==> src/rtl/csi_quad_line_scheduler.sv <==
// Round-robin line scheduler: shares one frame-buffer burst-write port among four
// CSI channel line FIFOs, tracking per-channel line index/address and overflow.
module csi_quad_line_scheduler #(
  parameter int unsigned       ADDR_W      = 32,
  parameter int unsigned       LEN_W       = 16,
  parameter int unsigned       LINE_WORDS  = 480,
  parameter int unsigned       LINES       = 1080,
  parameter logic [ADDR_W-1:0] BASE_ADDR   = 32'h0000_0000,
  parameter logic [ADDR_W-1:0] CH_STRIDE   = 32'h0080_0000,
  parameter logic [ADDR_W-1:0] LINE_STRIDE = 32'h0000_0800
) (
  input  logic              I_clk,
  input  logic              I_rst_n,
  input  logic              I_enable,
  input  logic [3:0]        I_frame_start,
  input  logic [3:0]        I_line_rdy,
  output logic [3:0]        O_line_pop,
  output logic              O_cmd_valid,
  input  logic              I_cmd_ready,
  output logic [1:0]        O_cmd_ch,
  output logic [ADDR_W-1:0] O_cmd_addr,
  output logic [LEN_W-1:0]  O_cmd_len,
  input  logic              I_cmd_done,
  output logic              O_busy,
  output logic [3:0]        O_ovf
);

  localparam int unsigned IDX_W = $clog2(LINES + 1);

  localparam logic [2:0] S_IDLE = 3'd0;
  localparam logic [2:0] S_CMD  = 3'd1;
  localparam logic [2:0] S_WAIT = 3'd2;
  localparam logic [2:0] S_POP  = 3'd3;
  localparam logic [2:0] S_SKIP = 3'd4;

  logic [2:0]        r_state;
  logic [1:0]        r_rr_ptr;
  logic [1:0]        r_ch;
  logic [ADDR_W-1:0] r_addr;
  logic              r_stale;
  logic [IDX_W-1:0]  r_line_idx  [4];
  logic [ADDR_W-1:0] r_line_addr [4];
  logic [3:0]        r_ovf;

  logic              w_grant_vld;
  logic [1:0]        w_grant_ch;
  logic [IDX_W-1:0]  w_eff_idx;
  logic [ADDR_W-1:0] w_eff_addr;

  function automatic logic [ADDR_W-1:0] f_ch_base(input logic [1:0] ch);
    return BASE_ADDR + CH_STRIDE * ADDR_W'(ch);
  endfunction

  always_comb begin
    w_grant_vld = 1'b0;
    w_grant_ch  = r_rr_ptr;
    for (int unsigned i = 0; i < 4; i++) begin
      if (!w_grant_vld && I_line_rdy[r_rr_ptr + 2'(i)]) begin
        w_grant_vld = 1'b1;
        w_grant_ch  = r_rr_ptr + 2'(i);
      end
    end
  end

  // A frame start landing on the grant cycle already belongs to the new frame.
  always_comb begin
    w_eff_idx  = r_line_idx[w_grant_ch];
    w_eff_addr = r_line_addr[w_grant_ch];
    if (I_frame_start[w_grant_ch]) begin
      w_eff_idx  = '0;
      w_eff_addr = f_ch_base(w_grant_ch);
    end
  end

  always_ff @(posedge I_clk or negedge I_rst_n) begin
    if (!I_rst_n) begin
      r_state  <= S_IDLE;
      r_rr_ptr <= '0;
      r_ch     <= '0;
      r_addr   <= '0;
      r_stale  <= 1'b0;
    end else begin
      case (r_state)
        S_IDLE: begin
          if (I_enable && w_grant_vld) begin
            r_ch    <= w_grant_ch;
            r_addr  <= w_eff_addr;
            r_stale <= 1'b0;
            r_state <= (w_eff_idx < IDX_W'(LINES)) ? S_CMD : S_SKIP;
          end
        end
        S_CMD: begin
          if (I_frame_start[r_ch]) r_stale <= 1'b1;
          if (I_cmd_ready) r_state <= S_WAIT;
        end
        S_WAIT: begin
          if (I_frame_start[r_ch]) r_stale <= 1'b1;
          if (I_cmd_done) r_state <= S_POP;
        end
        S_POP, S_SKIP: begin
          r_rr_ptr <= r_ch + 2'd1;
          r_state  <= S_IDLE;
        end
        default: r_state <= S_IDLE;
      endcase
    end
  end

  // A line whose frame was restarted while in flight must not advance the new frame.
  always_ff @(posedge I_clk or negedge I_rst_n) begin
    if (!I_rst_n) begin
      for (int unsigned n = 0; n < 4; n++) begin
        r_line_idx[n]  <= '0;
        r_line_addr[n] <= f_ch_base(2'(n));
      end
      r_ovf <= '0;
    end else begin
      for (int unsigned n = 0; n < 4; n++) begin
        if (I_frame_start[n]) begin
          r_line_idx[n]  <= '0;
          r_line_addr[n] <= f_ch_base(2'(n));
          r_ovf[n]       <= 1'b0;
        end else if (r_state == S_POP && r_ch == 2'(n) && !r_stale) begin
          r_line_idx[n]  <= r_line_idx[n] + IDX_W'(1);
          r_line_addr[n] <= r_line_addr[n] + LINE_STRIDE;
        end else if (r_state == S_SKIP && r_ch == 2'(n)) begin
          r_ovf[n] <= 1'b1;
        end
      end
    end
  end

  assign O_cmd_valid = (r_state == S_CMD);
  assign O_busy      = (r_state != S_IDLE);
  assign O_cmd_ch    = r_ch;
  assign O_cmd_addr  = r_addr;
  assign O_cmd_len   = LEN_W'(LINE_WORDS);
  assign O_line_pop  = (r_state == S_POP || r_state == S_SKIP) ? (4'b0001 << r_ch) : 4'b0000;
  assign O_ovf       = r_ovf;

endmodule
==> config.mk <==
export PLATFORM = sky130hd
export DESIGN_NAME = csi_quad_line_scheduler
export DESIGN_NICKNAME = d
export VERILOG_FILES = /design/src/rtl/csi_quad_line_scheduler.sv
export SDC_FILE = /design/constraint.sdc
export NUM_CORES = 1
export LEC_CHECK = 0
export ABC_AREA = 1
export BUFFER_PORTS_ARGS = -buffer_cell sky130_fd_sc_hd__buf_4
export CAP_MARGIN = 20
export CORE_MARGIN = 5
export CORE_UTILIZATION = 30
export CTS_BUF_LIST = sky130_fd_sc_hd__clkbuf_16
export CTS_CLUSTER_SIZE = 25
export DETAILED_ROUTE_END_ITERATION = 16
export GPL_TIMING_DRIVEN = 0
export PLACE_DENSITY_LB_ADDON = 0.05
export SLEW_MARGIN = 5
export SYNTH_ARGS = -nofsm -noshare
export SYNTH_HDL_FRONTEND = slang
export SYNTH_SLANG_ARGS = --single-unit
==> constraint.sdc <==
create_clock -name I_clk -period 4.5 [get_ports I_clk]
set_input_delay 0.225 -clock I_clk [delete_from_list [all_inputs] [get_ports I_clk]]
set_output_delay 0.225 -clock I_clk [all_outputs]
set_load 0.005 [all_outputs]
; After elaboration in Yosys (flattened, before gate mapping)
; Index checks and enable logic that the tools add are counted.
[word_totals]
n_memories = 0
latchBits = 0
mem_bits_ro = 0
ff_bits = 216
ramBits = 0
out_inout_bits = 60
inputBits = 13
[op_classes]
addsub = 12
mux = 64
n_reduce_logical = 42
div_mod_pow = 0
shift = 1
n_lt_le_gt_ge = 8
n_eq_ne = 15
n_mul = 0
bitwise_logic = 1
[op_table]
columns = op, count
row1 = $mux W32, 11
row2 = $add A32 B12 Y32 const B, 4
row3 = $mux W11, 11
row4 = $bmux W32 S2, 1
row5 = $add A11 B1 Y11 const B, 4
row6 = $mux W1, 24
row7 = $bmux W11 S2, 1
row8 = $lt A2 B3 Y1 const B, 6
row9 = $reduce_bool A2 Y1, 9
row10 = $logic_and A1 B1 Y1, 16
row11 = $bmux W1 S2, 6
row12 = $mux W3, 4
row13 = $ne A2 B2 Y1 const B, 6
row14 = $lt A11 B11 Y1 const B, 1
row15 = $reduce_and A2 Y1, 5
row16 = $pmux W3 S3, 1
row17 = $eq A3 B2 Y1 const B, 2
row18 = $mux W2, 3
row19 = $reduce_and A3 Y1, 2
row20 = $add A2 B1 Y2 const B, 2
row21 = $add A2 B2 Y2 const B, 2
row22 = $eq A2 B2 Y1 const B, 2
row23 = $logic_not A1 Y1, 4
row24 = $mux W4, 1
row25 = other kinds (13), 15

; Depth between registers and ports, before layout
; Gate-level depths: netlist of run 1.
[depth]
ltp_word = 21
depth_mapped = 21

; Least setup slack after synthesis of run 1
; Ideal clock, no wire load.
[synth_path]
path_type = reg2reg
start = reg r_ch[0], in the netlist O_cmd_ch[0]
end = reg r_line_addr[60] (netlist bit)
path_buffers = 0
synth_period_minus_slack_ps = 2175
path_stages_with_launch = 15
t_arrival_ps = 2103
setup_slack_ps = 2325
path_cell_list = dfrtp_1 > inv_1 > ha_1 > inv_1 > nor2_1 > nand2_2 > nor3_2 > nand3_1 > nor2_1 > nand4_1 > nor2_1 > nand3_1 > o21ai_1 > nand2_1 > nor2_1
[synth_via]
elab_chain_len = 4
[synth_rtl]
columns = element, line_no
row1 = start: declaration, 38  ; logic [1:0] r_ch;
row2 = start signal: assignment, 86  ; r_ch <= w_grant_ch;
row3 = $eq A2 B2 Y1, 123  ; end else if (r_state == S_POP && r_ch == 2'(n) && !r_stale) begin
row4 = $logic_and A1 B1 Y1 (2 in a row), 123
row5 = $reduce_bool A2 Y1 (no source line), -
row6 = end signal: indexed assignment, 114  ; r_line_addr[n] <= f_ch_base(2'(n));
row7 = end signal: indexed assignment, 121  ; r_line_addr[n] <= f_ch_base(2'(n));
row8 = end signal: indexed assignment, 125  ; r_line_addr[n] <= r_line_addr[n] + LINE_STRIDE;
row9 = end: declaration, 42  ; logic [ADDR_W-1:0] r_line_addr [4];
; Every way passes these cells.
; A chain may end at the register's enable or synchronous reset.

; Worst setup path after layout of run 1
[layout_path]
start = reg r_rr_ptr[1]
end = reg r_stale
[layout_via]
elab_chain_len = 15
[layout_rtl]
columns = element, line_no
row1 = start: declaration, 37  ; logic [1:0] r_rr_ptr;
row2 = start signal: assignment, 101  ; r_rr_ptr <= r_ch + 2'd1;
row3 = "parallel branches: the longest is 11 deep, another holds $add A2 B1 Y2", -
row4 = $mux W1 (*), 58  ; if (!w_grant_vld && I_line_rdy[r_rr_ptr + 2'(i)]) begin
row5 = $logic_and A1 B1 Y1 (*), 85  ; if (I_enable && w_grant_vld) begin
row6 = $ne A2 B2 Y1 (no source line) (*), -
row7 = $reduce_and A3 Y1 (no source line) (*), -
row8 = end signal: assignment, 81  ; r_stale <= 1'b0;
row9 = end signal: assignment, 88  ; r_stale <= 1'b0;
row10 = end signal: assignment, 93  ; if (I_frame_start[r_ch]) r_stale <= 1'b1;
row11 = end: declaration, 40  ; logic r_stale;
; Mark *: on every way between the ends. The select of a mux whose other input is x is not followed.

==> key figures, run 1 <==
Status
  – Status: completed

Timing
  – Final worst path period share: 0.648
  – Layout Skew: 0.0146 ns
  – Slew Viols, Final: 0
  – RSZ-0062 raised after global routing: false
  – Final TNS setup: 0 ns
  – Final Hold Vio Count: 0
  – Setup violators final: 0
  – Highest clock rate: 343 MHz
  – Worst hold slack: 0.0404 ns
  – Max-slew headroom: 0.525
  – Worst-Margin Slew: 0.713 ns
  – Crit path time final: 2.92 ns
  – Fin worst setup slack: 1.58 ns

Power and ir drop
  – Worst VDD drop: 0.000368 V
  – Leakage dissipation: 4.92 nW
  – Power Dens Cells: 535 nW/um^2
  – Total power: 5.80 mW

Global routing
  – Vias in the first global route: 8063
  – Pin count of the biggest net entering global routing: 88
  – GRT Residual Overflow: 0
  – First-pass GRT wire length: 46.9 mm
  – Gr usage total: 0.176
  – Initial antenna violation count: 0

Synth
  – Number of flops mapped to enable cells by yosys: 0
  – Gate Count Post-Synth: 1239
  – Seq cells post-synth: 162
  – Most used flip-flop cell after synthesis: dfrtp_1
  – Synthesized area: 9290 um^2
  – Sequential share of the synthesized area: 0.437
  – Async SR Flop Fraction: 1.00
  – Post-Syn Area per Cell: 7.49 um^2
  – Warnings from Yosys: 0
  – Post-synth cell types: 45

Floorplan
  – Die Y: 186 um
  – Die Width: 186 um
  – Core area: 30600 um^2
  – Die area: 34600 um^2
  – IO Pins: 73
  – Starting Density: 0.304
  – Site row count: 64

Job
  – Max-Cap Viols: 0

Clock tree
  – H-tree levels: 4
  – Clk sinks: 162
  – CTS tree: done
  – Maximum root-to-sink buffer count: 2
  – Root Buffer: clkbuf_16
  – Worst skew pair latency: 0.44 ns
  – CTS clk-pin slew, worst paths: 0.07 ns
  – CTS buffer count: 17
  – Post-CTS setup buffers: 0

Worst setup path
  – CP arrival: 3.25 ns
  – Reg-to-reg endpoint: r_stale
  – Worst setup EP type: flip-flop
  – WP data required: 4.83 ns
  – Setup CP Type: reg -> reg
  – Startpoint Class: flip-flop
  – R2R setup slack: 1.58 ns
  – Worst reg2reg path startpoint: r_rr_ptr[1]
  – Cell depth of the worst flop-to-flop path: 11
  – Max Fanout on Critical Path: 10

Placement
  – Pre-CTS WS: 1.67 ns
  – Dpl hpwl: 22.5 mm
  – Placed Cells: 1703
  – I/O Buffers: 53
  – Placer Congestion: 0.857
  – Cell area after placement: 10300 um^2

Route
  – Routed Antenna Nets: 0
  – Avg WL per Cell: 17.2 um
  – Via density: 4.82
  – Routed vias: 8363
  – Pre-Repair DR Iteration Count: 5
  – DRC viols: 0
  – Initial DRC Count: 511
  – Final wirelength: 29.8 mm

Final layout
  – N_diodes: 0
  – Layout net count: 1352
  – Commonest cells after routing, fill and taps aside: nand2_1 (258), inv_1 (172), dfrtp_1 (158)
  – Util after Layout: 0.355
  – Area grow syn2layout: 16.8%
  – Final Non-Filler Cells: 1736
  – Commonest non-fill, non-tap cell in the layout: nand2_1
  – Share of cells above drive strength 1: 0.134
  – Fin area: 10800 um^2

Min path
  – Hold Path Cell Cnt: 4
  – Hold path start: I_cmd_ready
  – Hold Crit Endpoint: r_state[0]
  – Hold WC Path Type: in -> reg
==> worst max-delay path by stage <==
stage | startpoint | end | slack [ns] | cells after the start
CTS | r_rr_ptr[1] | r_stale | 1.65 | 11
global placement | r_rr_ptr[1] | r_stale | 1.66 | 11
detailed placement | r_rr_ptr[1] | r_stale | 1.67 | 11
floorplan | O_cmd_ch[0] | r_line_addr[60] | 2.33 | 14
finish | r_rr_ptr[1] | r_stale | 1.58 | 11
global route | O_cmd_ch[0] | r_line_addr[121] | 1.27 | 12
==> cells in the mapped netlist (6+ instances only) <==
library cell | count | area share
a21oi_1 | 70 | 0.038
buf_2 | 11 | 0.0059
buf_4 | 31 | 0.025
clkbuf_1 | 14 | 0.0057
dfrtp_1 | 158 | 0.43
ha_1 | 12 | 0.016
inv_1 | 169 | 0.068
nand2_1 | 258 | 0.10
nand2_2 | 15 | 0.010
nand3_1 | 59 | 0.032
nand4_1 | 23 | 0.015
nor2_1 | 117 | 0.047
nor3_1 | 42 | 0.023
nor4_1 | 16 | 0.011
o211ai_1 | 16 | 0.013
o21a_1 | 8 | 0.0065
o21ai_0 | 130 | 0.070
o21ai_1 | 13 | 0.0070
o21ai_2 | 10 | 0.0094
o22ai_1 | 6 | 0.0040
xor2_1 | 9 | 0.0085
==> cell type report <==
cell class	count	area, um^2
fill	3307	19700
sequential	162	4060
clock buffer	17	425
timing repair buffer	55	443
inverter	175	657
buffer	58	363
clock inverter	15	145
tap	396	495
multi-input combinational	858	4260
==> what timing repair did <==
item | 4_1_cts | 5_1_grt
hold endpoints to repair | 82 | 0
hold buffers | 1 | 0
gates resized for setup | 0 | 0
==> power by group <==
part	internal (mW)	switching, mW	total, mW
Clock	0.812	0.645	1.46
Combinational	0.807	1.86	2.67
Sequential	1.57	0.105	1.68
==> worst max-delay path, cell delays in order, from the launching register on <==
cell and delay, ns:
dfrtp_1 0.44, inv_2 0.16, nand2_1 0.07, nand2_1 0.17, nand2_1 0.07, nand2_1 0.20
o21ai_0 0.22, nor2_2 0.45, clkinv_1 0.47, buf_2 0.37, o21ai_0 0.14, inv_1 0.06
==> sequential cells by signal (all words and copies together) (netlist names) <==
signal / flops
O_cmd_addr: 22
r_state: 3
r_line_idx: 44
r_stale: 1
r_line_addr: 84
r_rr_ptr: 2
O_cmd_ch: 2
O_ovf: 4
==> cell families (layout without fill, tap and decap cells) <==
kind of cell,count (synthesis),in the layout,synth area share
compound gates,269,269,0.162
xor+xnor,9,9,0.00849
fa+ha+maj,12,12,0.0162
buf+inv,233,320,0.110
flops,162,162,0.437
other cells,2,16,0.000809
simple gates,552,552,0.265
==> routing by layer <==
| metal | vias up | global-route usage | part of all wire | routed length [um] |
|---|---|---|---|---|
| li1 | 4227 | - | - | - |
| met1 | 3952 | 0.249 | 0.49 | 14500 |
| met2 | 160 | 0.283 | 0.46 | 13600 |
| met3 | 24 | 0.0285 | 0.041 | 1230 |
| met4 | 0 | 0.0466 | 0.016 | 484 |
| met5 | - | 0 | 0 | 0 |
(Power assumes the default switching activity.)
==> inputs of run 2 (changes only) <==
==> constraint.sdc (replaced) <==
create_clock -name I_clk -period 2.35 [get_ports I_clk]
set_input_delay 0.1175 -clock I_clk [delete_from_list [all_inputs] [get_ports I_clk]]
set_output_delay 0.1175 -clock I_clk [all_outputs]
set_load 0.005 [all_outputs]
==> key figures, run 2 (synthesis gave the netlist of run 1 again) <==
Route
  – Routed vias: 8759
  – DRC viols: 0
  – Initial DRC Count: 512
  – Avg WL per Cell: 17.3 um
  – Pre-Repair DR Iteration Count: 5
  – Routed Antenna Nets: 0
  – Via density: 4.80
  – Final wirelength: 31.5 mm

Final layout
  – N_diodes: 0
  – Layout net count: 1439
  – Commonest cells after routing, fill and taps aside: nand2_1 (225), inv_1 (163), buf_4 (158)
  – Util after Layout: 0.407
  – Commonest non-fill, non-tap cell in the layout: nand2_1
  – Fin area: 12500 um^2
  – Largest Register: r_line_addr
  – Number of flip-flops in the largest register: 84
  – Share of cells above drive strength 1: 0.274
  – Area grow syn2layout: 34.2%
  – FILL cells: 3204

Clock tree
  – Maximum root-to-sink buffer count: 2
  – H-tree levels: 4
  – CTS buffer count: 17
  – Worst skew pair latency: 0.44 ns
  – CTS tree: done
  – Clk sinks: 162
  – CTS clk-pin slew, worst paths: 0.07 ns
  – Root Buffer: clkbuf_16

Timing
  – Slew Viols, Final: 0
  – Fin worst setup slack: -0.0348 ns
  – Worst hold slack: 0.0662 ns
  – Crit path time final: 2.38 ns
  – RSZ-0062 raised after global routing: true
  – Worst-Margin Slew: 0.724 ns
  – Layout Skew: 0.0138 ns
  – Max-slew headroom: 0.517
  – Setup violators final: 6
  – Final worst path period share: 1.01
  – Final Hold Vio Count: 0
  – Highest clock rate: 419 MHz

Worst setup path
  – Worst setup EP type: flip-flop
  – Max Fanout on Critical Path: 8
  – Startpoint Class: flip-flop
  – WP data required: 2.72 ns
  – CP arrival: 2.76 ns
  – Setup CP Type: reg -> reg

Placement
  – Placer Congestion: 0.857
  – Cell area after placement: 10300 um^2
  – Dpl hpwl: 22.5 mm
  – I/O Buffers: 53

Min path
  – Hold WC Path Type: in -> reg

Power and ir drop
  – Worst VDD drop: 0.000852 V
  – Total power: 13.5 mW
  – Power Dens Cells: 1090 nW/um^2
  – Leakage dissipation: 5.78 nW

Floorplan
  – Starting Density: 0.304
  – Site row count: 64
  – Core area: 30600 um^2
  – Die area: 34600 um^2
  – IO Pins: 73
  – Die Width: 186 um
  – Die Y: 186 um

Status
  – Status: complete, but fails checks
  – Failing checks: negative setup slack

Global routing
  – Gr usage total: 0.180
  – First-pass GRT wire length: 48.0 mm
  – Initial antenna violation count: 0
  – Pin count of the biggest net entering global routing: 88
  – Vias in the first global route: 8390
  – GRT Residual Overflow: 0

Job
  – Max-Cap Viols: 0
run 2: cell count changes in the layout (fill, tap and decap cells not counted), moves of 13 or more:
cell     before  now
buf_4        83  158
nand2_1     258  225
o21ai_0     130  106
nand2_2      15   33
nand3_1      59   41
nor2_1      117  100
nor3_1       42   26
o21ai_2      10   25
nand3_2       2   15
nor3_4        0   13
run 2: path summary, 6_finish.rpt:
| path | to | startpoint | depth (start not counted) | slack (ns) |
|---|---|---|---|---|
| max | O_cmd_addr[21] | r_rr_ptr[0] | 15 | -0.03 |
| min | r_line_idx[8] | I_frame_start[3] | 4 | 0.07 |
| max reg2reg | O_cmd_addr[21] | r_rr_ptr[0] | 15 | -0.03 |
| min reg2reg | O_cmd_addr[30] | O_cmd_addr[30] | 2 | 0.48 |
| max in group asynchronous | O_cmd_ch[0] | I_rst_n | 3 | 1.16 |
| min in group asynchronous | O_cmd_addr[27] | I_rst_n | 2 | 0.29 |
run 2: what timing repair did:
| item | in CTS | in global routing |
|---|---|---|
| buffers inserted | 42 | 43 |
| gates cloned | 0 | 2 |
| endpoints found under the hold margin | 84 | 0 |
| setup endpoints to repair | 69 | 68 |
| pin swaps | 28 | 77 |
| resized for setup | 107 | 143 |
| hold buffers | 3 | 0 |
run 2: final cells by class:
class	count	area, um^2	area share
Multi-Input combinational cell	858	5010	0.402
Sequential cell	162	4060	0.326
Timing Repair Buffer	143	1170	0.0943
Inverter	175	671	0.0538
Tap cell	396	495	0.0398
Buffer	57	484	0.0388
Clock buffer	17	425	0.0341
Clock inverter	15	145	0.0116
run 2: power by group:
part	leakage (nW)	internal (mW)	switching [mW]	total, mW
Combinational	3.29	3.07	4.44	7.51
Clock	0.275	1.55	1.24	2.80
Sequential	2.22	3.02	0.206	3.22
Total	5.78	7.64	5.89	13.5
run 2: metrics by stage:
stage	setup TNS [ns]	instances	setup slack [ns]
floorplan	0	1253	0.175
global placement	-20.13	1702	-0.489
detailed placement	-18.99	1703	-0.483
CTS	-0.125	1780	-0.0397
global route	-3.46	1823	-0.151
finish	-0.0780	1823	-0.0348
run 2: per-layer routing:
layer | part of all wire | GRT usage | vias up | wire [um]
met5 | 0 | 0 | - | 0
met4 | 0.015 | 0.0466 | 0 | 461
met3 | 0.029 | 0.0283 | 21 | 920
met2 | 0.47 | 0.292 | 122 | 14800
met1 | 0.49 | 0.253 | 4206 | 15300
li1 | - | - | 4410 | -
run 2: worst max-delay path: stages, from the launching register on:
cell and delay (ns):
dfrtp_1 0.43, buf_6 0.16, nand2_1 0.07, nand2_2 0.08
nand2_1 0.11, nand2_4 0.08, buf_12 0.13, nand4_1 0.09
buf_6 0.13, nand2_8 0.07, buf_8 0.15, buf_8 0.14
buf_6 0.12, o211ai_1 0.29, o21ai_1 0.14, o21ai_2 0.14
==> inputs of run 3 (changes only) <==
--- a/config.mk
+++ b/config.mk
@@ -9,7 +9,7 @@
 export BUFFER_PORTS_ARGS = -buffer_cell sky130_fd_sc_hd__buf_4
 export CAP_MARGIN = 20
 export CORE_MARGIN = 5
-export CORE_UTILIZATION = 30
+export CORE_UTILIZATION = 55
 export CTS_BUF_LIST = sky130_fd_sc_hd__clkbuf_16
 export CTS_CLUSTER_SIZE = 25
 export DETAILED_ROUTE_END_ITERATION = 16
==> key figures, run 3 (synthesis gave the netlist of run 1 again) <==
Status
  – Status: complete, but fails checks
  – Failing checks: negative setup slack

Min path
  – Hold Path Cell Cnt: 4
  – Hold Crit Endpoint: r_line_idx[8]
  – Hold path start: I_frame_start[3]
  – Hold WC Path Type: in -> reg

Placement
  – Dpl hpwl: 18.8 mm
  – Cell area after placement: 10000 um^2
  – Placer Congestion: 0.942
  – I/O Buffers: 53

Worst setup path
  – Cell depth of the worst flop-to-flop path: 15
  – Critical path, cell by cell: buf_6 > nand2_1 > nand2_1 > nand2_2 > nand2_4 > nor2_4 > nand4_1 > nand2_4 > buf_6 > buf_8 > nand2_1 > o211ai_1 > nand2_1 > nand3_1 > nand2_1
  – Setup CP Type: reg -> reg
  – Worst setup EP type: flip-flop
  – Startpoint Class: flip-flop
  – R2R setup slack: -0.06 ns
  – CP arrival: 2.73 ns
  – CP max stage cell: dfrtp_1
  – Delay of the slowest cell on the worst path: 0.42 ns
  – WP data required: 2.67 ns
  – Most used cell, CP: nand2_1
  – Reg-to-reg endpoint: O_cmd_addr[30]
  – Worst reg2reg path startpoint: r_rr_ptr[0]
  – Max Fanout on Critical Path: 7

Clock tree
  – Clk sinks: 162
  – Worst skew pair latency: 0.44 ns
  – CTS clk-pin slew, worst paths: 0.07 ns
  – CTS buffer count: 17
  – CTS tree: done
  – Root Buffer: clkbuf_16
  – H-tree levels: 4
  – Maximum root-to-sink buffer count: 2

Route
  – Initial DRC Count: 847
  – Pre-Repair DR Iteration Count: 5
  – Via density: 5.61
  – Final wirelength: 28.1 mm
  – Routed vias: 9185
  – Avg WL per Cell: 17.2 um
  – Routed Antenna Nets: 0
  – DRC viols: 0

Final layout
  – Area grow syn2layout: 30.3%
  – Commonest non-fill, non-tap cell in the layout: nand2_1
  – Number of flip-flops in the largest register: 84
  – FILL cells: 1301
  – FF+latch area: 4060 um^2
  – Layout net count: 1429
  – N_diodes: 0
  – Commonest cells after routing, fill and taps aside: nand2_1 (233), inv_1 (159), dfrtp_1 (156)
  – Largest Register: r_line_addr
  – Share of cells above drive strength 1: 0.260
  – Multi-input logic area: 4910 um^2
  – Fin area: 12100 um^2

Timing
  – Layout Skew: 0.00858 ns
  – Highest clock rate: 414 MHz
  – Worst-Margin Slew: 0.735 ns
  – Final worst path period share: 1.03
  – Crit path time final: 2.41 ns
  – Worst hold slack: 0.0878 ns
  – Setup violators final: 12
  – RSZ-0062 raised after global routing: true
  – Final Hold Vio Count: 0
  – Slew Viols, Final: 0
  – Max-slew headroom: 0.510
  – Fin worst setup slack: -0.0639 ns

Global routing
  – Initial antenna violation count: 0
  – Gr usage total: 0.271
  – Vias in the first global route: 8432
  – First-pass GRT wire length: 42.8 mm
  – Pin count of the biggest net entering global routing: 93
  – GRT Residual Overflow: 0

Job
  – Max-Cap Viols: 0

Floorplan
  – Starting Density: 0.560
  – IO Pins: 73
  – Site row count: 47
  – Die Width: 140 um
  – Die area: 19600 um^2
  – Core area: 16600 um^2
  – Die Y: 140 um

Power and ir drop
  – Leakage dissipation: 5.72 nW
  – Worst VDD drop: 0.000876 V
  – Power Dens Cells: 1130 nW/um^2
-- run 3: final cells by class --
type	instances	area share
plain buffers	58	0.0392
clock inverters	15	0.0130
repair buffers	130	0.0929
multi-input cells	860	0.406
flip-flops and latches	162	0.336
inverters	175	0.0554
well taps	220	0.0227
clock buffers	17	0.0351
-- run 3: report_power, final --
part | switching (mW) | internal [mW]
Sequential | 0.205 | 3.02
Clock | 1.22 | 1.57
Combinational | 4.51 | 3.13
Total | 5.94 | 7.72
-- run 3: metrics by stage --
step	worst slack (ns)	TNS, ns	total power [mW]	util	instances
after floorplan	0.175	0	6.40	-	1253
after global placement	-0.377	-12.36	8.11	0.604	1526
after detailed placement	-0.385	-13.52	8.18	0.606	1527
after CTS	-0.0105	-0.0182	12.0	0.677	1598
after global routing	-0.140	-2.58	14.2	0.730	1637
final	-0.0639	-0.262	13.7	0.730	1637
-- run 3: what timing repair did --
action	4_1_cts	5_1_grt
pin swaps	25	83
hold endpoints to repair	68	0
resized for setup	87	143
cloned	3	7
setup buffers	33	32
hold buffers	3	0
setup endpoints to repair	60	66
-- run 3: how the worst max path moves through the flow --
stage	start	endpoint	slack, ns	depth (start not counted)
2_1_floorplan	O_cmd_ch[0]	r_line_addr[60]	0.18	14
3_3_place_gp	r_rr_ptr[1]	O_cmd_addr[26]	-0.38	11
3_5_place_dp	r_rr_ptr[1]	O_cmd_addr[26]	-0.38	11
4_1_cts	r_rr_ptr[0]	O_cmd_addr[21]	-0.01	15
5_1_grt	r_rr_ptr[0]	O_cmd_addr[30]	-0.14	17
6_report	r_rr_ptr[0]	O_cmd_addr[30]	-0.06	15
-- run 3: metal layers --
metal | global-route usage | wire length [um] | vias to the layer above
li1 | - | - | 4372
met1 | 0.380 | 12000 | 4351
met2 | 0.419 | 13000 | 380
met3 | 0.0576 | 2170 | 82
met4 | 0.0994 | 951 | 0
met5 | 0 | 0 | -
-- run 3: critical path, delay by kind of cell, from the launching register on --
kind | cells | cell delay [ns]
buf+inv | 3 | 0.46
compound gates | 1 | 0.13
flops | 1 | 0.42
simple gates | 11 | 1.29
